## src/rtl/pipe_latch_chain.sv

```systemverilog
// pipe_latch_chain
//   A chain of STAGES pipeline latches, each carrying a DW-bit payload plus a
//   valid bit. Latch k feeds stage k+1 (0=IF/ID, 1=ID/EX, 2=EX/MEM, 3=MEM/WB).
//   Each latch has its own stall and flush control. A latch that advances
//   while its upstream neighbour holds receives a NOP bubble. Two saturating
//   performance counters track stall cycles and NOPs inserted.
//
// Parameters
//   STAGES : number of latches
//   DW     : payload width per latch
//   NOP    : payload value loaded on flush, bubble or reset
//   CNTW   : width of the saturating performance counters
//
// Ports
//   CLK          in   clock; all state updates on the rising edge
//   nRST         in   synchronous active-low reset
//   in_data      in   payload entering latch 0
//   in_valid     in   in_data is a real instruction
//   in_ready     out  latch 0 accepts in_data this cycle (combinational)
//   stall        in   stall[k] holds latch k and every upstream latch
//   flush        in   flush[k] squashes latch k to NOP / invalid
//   q_data       out  latch contents; latch k at bits [k*DW +: DW]
//   q_valid      out  valid bit per latch
//   stall_cycles out  cycles in which any stall bit was set
//   bubble_count out  NOPs inserted by flush or bubble
//   clr_cnt      in   synchronous clear of both counters (beats increment)
module pipe_latch_chain #(
  parameter int              STAGES = 4,
  parameter int              DW     = 32,
  parameter logic [DW-1:0]   NOP    = '0,
  parameter int              CNTW   = 16
) (
  input  logic                 CLK,
  input  logic                 nRST,
  input  logic [DW-1:0]        in_data,
  input  logic                 in_valid,
  output logic                 in_ready,
  input  logic [STAGES-1:0]    stall,
  input  logic [STAGES-1:0]    flush,
  output logic [STAGES*DW-1:0] q_data,
  output logic [STAGES-1:0]    q_valid,
  output logic [CNTW-1:0]      stall_cycles,
  output logic [CNTW-1:0]      bubble_count,
  input  logic                 clr_cnt
);

  logic [DW-1:0]     r_data [STAGES];
  logic [STAGES-1:0] r_valid;
  logic [CNTW-1:0]   r_stall_cnt;
  logic [CNTW-1:0]   r_bubble_cnt;

  logic [STAGES-1:0] w_hold;       // latch k is frozen by a stall at k or above
  logic [STAGES-1:0] w_nop;        // latch k receives NOP this edge (flush or bubble)
  logic [STAGES-1:0] w_en;         // latch k changes this edge
  logic [DW-1:0]     w_next_data [STAGES];
  logic [STAGES-1:0] w_next_valid;
  logic [CNTW:0]     w_nop_cnt;
  logic [CNTW:0]     w_stall_sum;
  logic [CNTW:0]     w_bubble_sum;

  genvar gi;
  generate
    for (gi = 0; gi < STAGES; gi++) begin : g_latch
      // A stall anywhere at or above this latch freezes it.
      assign w_hold[gi] = |(stall >> gi);

      if (gi == 0) begin : g_first
        assign w_nop[gi]        = flush[gi];
        assign w_next_data[gi]  = w_nop[gi] ? NOP : in_data;
        assign w_next_valid[gi] = w_nop[gi] ? 1'b0 : in_valid;
      end else begin : g_rest
        // Bubble: this latch advances while the one feeding it is frozen.
        assign w_nop[gi]        = flush[gi] | (~w_hold[gi] & w_hold[gi-1]);
        assign w_next_data[gi]  = w_nop[gi] ? NOP : r_data[gi-1];
        assign w_next_valid[gi] = w_nop[gi] ? 1'b0 : r_valid[gi-1];
      end

      // Flush overrides hold, so a flushed latch is always written.
      assign w_en[gi] = flush[gi] | ~w_hold[gi];

      assign q_data[gi*DW +: DW] = r_data[gi];
    end
  endgenerate

  assign in_ready = ~w_hold[0] & ~flush[0];
  assign q_valid  = r_valid;

  always_ff @(posedge CLK) begin
    if (!nRST) begin
      for (int k = 0; k < STAGES; k++) begin
        r_data[k] <= NOP;
      end
      r_valid <= '0;
    end else begin
      for (int k = 0; k < STAGES; k++) begin
        if (w_en[k]) begin
          r_data[k]  <= w_next_data[k];
          r_valid[k] <= w_next_valid[k];
        end
      end
    end
  end

  // Number of latches receiving NOP this edge, 0..STAGES.
  always_comb begin
    w_nop_cnt = '0;
    for (int k = 0; k < STAGES; k++) begin
      w_nop_cnt = w_nop_cnt + (CNTW+1)'(w_nop[k]);
    end
  end

  // One extra bit of headroom detects overflow for saturation.
  assign w_stall_sum  = {1'b0, r_stall_cnt}  + (CNTW+1)'(|stall);
  assign w_bubble_sum = {1'b0, r_bubble_cnt} + w_nop_cnt;

  always_ff @(posedge CLK) begin
    if (!nRST || clr_cnt) begin
      r_stall_cnt  <= '0;
      r_bubble_cnt <= '0;
    end else begin
      r_stall_cnt  <= w_stall_sum[CNTW]  ? {CNTW{1'b1}} : w_stall_sum[CNTW-1:0];
      r_bubble_cnt <= w_bubble_sum[CNTW] ? {CNTW{1'b1}} : w_bubble_sum[CNTW-1:0];
    end
  end

  assign stall_cycles = r_stall_cnt;
  assign bubble_count = r_bubble_cnt;

endmodule

```

## config.mk

```make
export PLATFORM = sky130hd
export DESIGN_NAME = pipe_latch_chain
export DESIGN_NICKNAME = d
export VERILOG_FILES = /design/src/rtl/pipe_latch_chain.sv
export SDC_FILE = /design/constraint.sdc
export NUM_CORES = 1
export LEC_CHECK = 0
export CAP_MARGIN = 25
export CORE_MARGIN = 1
export CORE_UTILIZATION = 30
export DETAILED_ROUTE_END_ITERATION = 16
export GPL_TIMING_DRIVEN = 0
export SETUP_SLACK_MARGIN = 0.4
export SYNTH_ARGS = -nofsm -noshare
export SYNTH_HDL_FRONTEND = slang
export SYNTH_SLANG_ARGS = --single-unit
export TNS_END_PERCENT = 5
```

## constraint.sdc

```tcl
create_clock -name CLK -period 3.3 [get_ports CLK]
set_input_delay 0.99 -clock CLK [delete_from_list [all_inputs] [get_ports CLK]]
set_output_delay 0.99 -clock CLK [all_outputs]
set_load 0.02 [all_outputs]
```

==> results by group <==
STA
  • Highest achievable clock rate: 331.1 MHz
  • Worst slew margin relative to its limit: 30.81%
  • Total count of max-transition violations in the final report: 0
  • Fin Clk Skew: 0.007007 ns
  • Setup repair after global routing missed its margin: true
  • Worst hold-check slack: 0.4679 ns
  • Final Hold Fails: 0
  • Share of the cycle needed by the critical path after routing: 91.52%
  • Count of final setup violators: 0
  • Clock period minus worst slack: 3.020 ns
  • Slew at the pin with the worst max-slew slack: 1.023 ns

Route
  • TritonRoute pass-1 iters: 5
  • DR DRC count: 0
  • Iter 0 DRT Violations: 99
  • Vias per inst: 4.409
  • Total via count after detailed routing: 4440
  • Average routed wire per standard cell: 15.72 um
  • Remaining antenna violation count after routing: 0
  • Routed Wire Length: 15.83 mm

Layout
  • Area used by sequential logic in the layout: 4564 um2
  • Combined area of the multi-input logic cells: 1949 um2
  • Area Overhead vs Synth: 50.50%
  • Share of final-layout standard cells stronger than drive strength 1: 12.64%
  • Layout net count: 765
  • Layout Utilization: 46.45%
  • Number of standard cells in the final layout excluding fillers: 1007
  • Filler cell count: 1907
  • Post-route design area: 9826 um2

Synth
  • Cells after synthesis: 475
  • Primary FF master, synth: sky130_fd_sc_hd__edfxtp_1
  • Number of register bits inferred by synthesis: 164
  • EDFF count, synth: 128
  • Post-Syn Area per Cell: 13.74 um2
  • Post-synth cell types: 45
  • Top cells by area, synth: sky130_fd_sc_hd__edfxtp_1, sky130_fd_sc_hd__and2_1, sky130_fd_sc_hd__dfxtp_1
  • Post-synth top area share: 58.87%
  • Post-synthesis net count: 525
  • Sequential share of the synthesized area: 69.91%
  • Summed instance area of the synthesized netlist: 6529 um2
  • Synth warn: 0
  • Async set-reset flop share out of synthesis: 0%
  • Most instantiated cells after synthesis: sky130_fd_sc_hd__and2_1, sky130_fd_sc_hd__edfxtp_1, sky130_fd_sc_hd__dfxtp_1
  • Most area-hungry cell type in the Yosys netlist: sky130_fd_sc_hd__edfxtp_1

Setup path
  • End of the worst register-to-register path: bubble_count[9]$_SDFF_PP0_
  • Crit path top cell by count: sky130_fd_sc_hd__buf_6
  • Slowest cell on the critical path: sky130_fd_sc_hd__or4_4
  • Highest net fanout along the worst path: 3
  • Category of the worst setup path launch point: primary input
  • Critical path, cell by cell: clkdlybuf4s15_1 > or4_4 > buf_6 > nor2_4 > buf_6
  • Critical setup path kind: primary input to primary output
  • Required time of the worst setup path: 2.31 ns
  • CP Capture Type: primary output
  • FF-to-FF Start: bubble_count[0]$_SDFF_PP0_
  • Max incr delay on CP: 0.49 ns
  • Cells on worst reg2reg path: 10
  • Arrival time at the worst endpoint: 2.03 ns
  • Setup slack, reg-to-reg: 0.88 ns

Power and ir drop
  • Sequential group share of total power: 49.5%
  • Combinational share of power: 9.9%
  • Max VDD drop: 0.0003288 V
  • Power density of the placed cells: 482.3 nW/um2
  • Total leakage power: 3.608 nW
  • Internal power summed over all cells: 3.543 mW
  • Switching portion of total power: 25.24%
  • Switching Power: 1.196 mW
  • Clock group share of total power: 40.6%

Clock network
  • Clock-pin slew of the registers on the worst-case setup and hold paths: 0.06 ns
  • Maximum count of clock buffers along a single path: 2
  • TritonCTS clock tree: yes
  • Num CTS Buffers: 17
  • Clk sink count: 164
  • Clock latency reported for the late side of the worst-skew pair: 0.42 ns
  • Master cell of the clock root buffer: sky130_fd_sc_hd__clkbuf_16
  • Htree depth: 4

Global route
  • Met2 demand-to-capacity share in global routing: 24.70%
  • Busiest layer in global routing: met2
  • Met3 track utilization from global routing: 4.634%
  • All-layer global routing usage: 14.41%
  • Grt total ovfl: 0
  • Initial antenna violation count: 5
  • M1 GR Usage: 16.79%
  • Via count of the first global-routing pass: 4465
  • Global-route wire length before repair: 24.27 mm
  • Largest net degree at the start of global routing: 34

Die
  • I/O pin count: 209
  • Total core area: 21150 um2
  • Area of the die: 22360 um2
  • Starting density of the core: 30.86%
  • Num rows: 53
  • Die boundary width: 149.5 um
  • Die extent in y: 149.5 um

Worst hold path
  • Worst min-delay path class: register to register
  • Min-Delay Startpoint: q_valid[3]$_SDFFE_PN0P_
  • Worst Hold Path Cells: 2
  • Sink of the worst hold path: q_valid[3]$_SDFFE_PN0P_

Status
  • Outcome: finished, final reports clean

Place
  • Dpl cells: 961
  • Count of buffers from port buffering: 208
  • Post-detailed-placement cell area: 9067 um2
  • Weighted congestion at the end of routability-driven global placement: 0.8870
  • Detailed Place HPWL: 12.12 mm

Flow run
  • Count of max-cap constraint violations: 0
power groups by stage:
stage | Clock [mW] | Sequential [mW] | Combinational [mW]
3_3_place_gp | 0 | 2.39 | 0.445
4_1_cts | 1.98 | 2.35 | 0.472
6_report | 1.93 | 2.34 | 0.470
2_1_floorplan | 0 | 2.49 | 0.0889
5_1_grt | 2.06 | 2.35 | 0.500
3_5_place_dp | 0 | 2.39 | 0.458
stage by stage:
stage	power (mW)	setup TNS (ns)	setup WS, ns
5_1_grt	4.914	0	0.2334
3_3_place_gp	2.835	-34.49	-0.7044
3_5_place_dp	2.849	-19.36	-0.7915
2_1_floorplan	2.579	0	0.1564
4_1_cts	4.800	0	0.1263
6_report	4.739	0	0.2799
placed cells by master, fill, tap and decap left out, types with 3 or more instances in the layout:
master / instances
sky130_fd_sc_hd__nand2_1: 14
sky130_fd_sc_hd__nor4_1: 3
sky130_fd_sc_hd__inv_6: 6
sky130_fd_sc_hd__nor2_1: 7
sky130_fd_sc_hd__o21ai_0: 8
sky130_fd_sc_hd__buf_8: 3
sky130_fd_sc_hd__diode_2: 4
sky130_fd_sc_hd__a21oi_1: 17
sky130_fd_sc_hd__or3_1: 3
sky130_fd_sc_hd__buf_4: 10
sky130_fd_sc_hd__a21oi_2: 11
sky130_fd_sc_hd__edfxtp_1: 128
sky130_fd_sc_hd__nand2b_1: 5
sky130_fd_sc_hd__nand4_1: 10
sky130_fd_sc_hd__buf_6: 4
sky130_fd_sc_hd__xor2_1: 7
sky130_fd_sc_hd__nor3_1: 5
sky130_fd_sc_hd__clkbuf_1: 10
sky130_fd_sc_hd__inv_1: 11
sky130_fd_sc_hd__xnor2_1: 10
sky130_fd_sc_hd__clkbuf_16: 17
sky130_fd_sc_hd__dfxtp_1: 36
sky130_fd_sc_hd__and2_1: 128
sky130_fd_sc_hd__clkdlybuf4s50_1: 201
sky130_fd_sc_hd__nand3_1: 8
sky130_fd_sc_hd__inv_8: 4
sky130_fd_sc_hd__mux2i_1: 3
sky130_fd_sc_hd__buf_2: 3
sky130_fd_sc_hd__clkbuf_2: 3
worst max-delay path: cells and delay by family:
family / cells / cell delay [ns]
buffers and inverters: 3 / 0.48
AND/OR/NAND/NOR: 2 / 0.56
worst max path at each step:
stage	start	endpoint	slack, ns
3_3_place_gp	stall[3]	bubble_count[2]$_SDFF_PP0_	-0.70
5_1_grt	stall[2]	bubble_count[6]$_SDFF_PP0_	0.23
3_5_place_dp	stall[3]	bubble_count[9]$_SDFF_PP0_	-0.79
6_report	stall[0]	in_ready	0.28
2_1_floorplan	stall[3]	bubble_count[11]$_SDFF_PP0_	0.16
4_1_cts	stall[1]	bubble_count[9]$_SDFF_PP0_	0.13
layer usage:
metal	part of all wire, %	routed length [um]
met1	41	6515
met2	50	7918
met3	7.2	1134
met4	1.5	240
met5	0.15	24
flip-flops by register name, indices dropped and copies added (netlist names):
name          count
bubble_count     16
stall_cycles     16
r_data          128
q_valid           4
repair_timing:
action / in CTS / in global routing
pin swaps: 9 / 13
gates resized for setup: 41 / 13
cloned: 1 / 0
hold buffers: 0 / 0
endpoints found under the setup margin: 53 / 60
buffers inserted: 6 / 3
final cells by class:
cell class	instances	share of cell area, %
clock inverter	15	1.554
inverter	13	0.4966
tap	275	3.502
antenna	4	0.1019
clock buffer	17	4.330
buffer	19	1.031
timing repair buffer	221	22.69
sequential	164	46.45
multi-input combinational	279	19.84
cells by family after synthesis:
group           count (synthesis)  synth area share [%]
fa+ha+maj                       6                 1.495
buf+inv                        32                 2.051
simple gates                  205                 19.01
flops                         164                 69.91
xor+xnor                       17                 2.281
mux                             3                0.4600
compound gates                 48                 4.791
(Power assumes the default switching activity.)
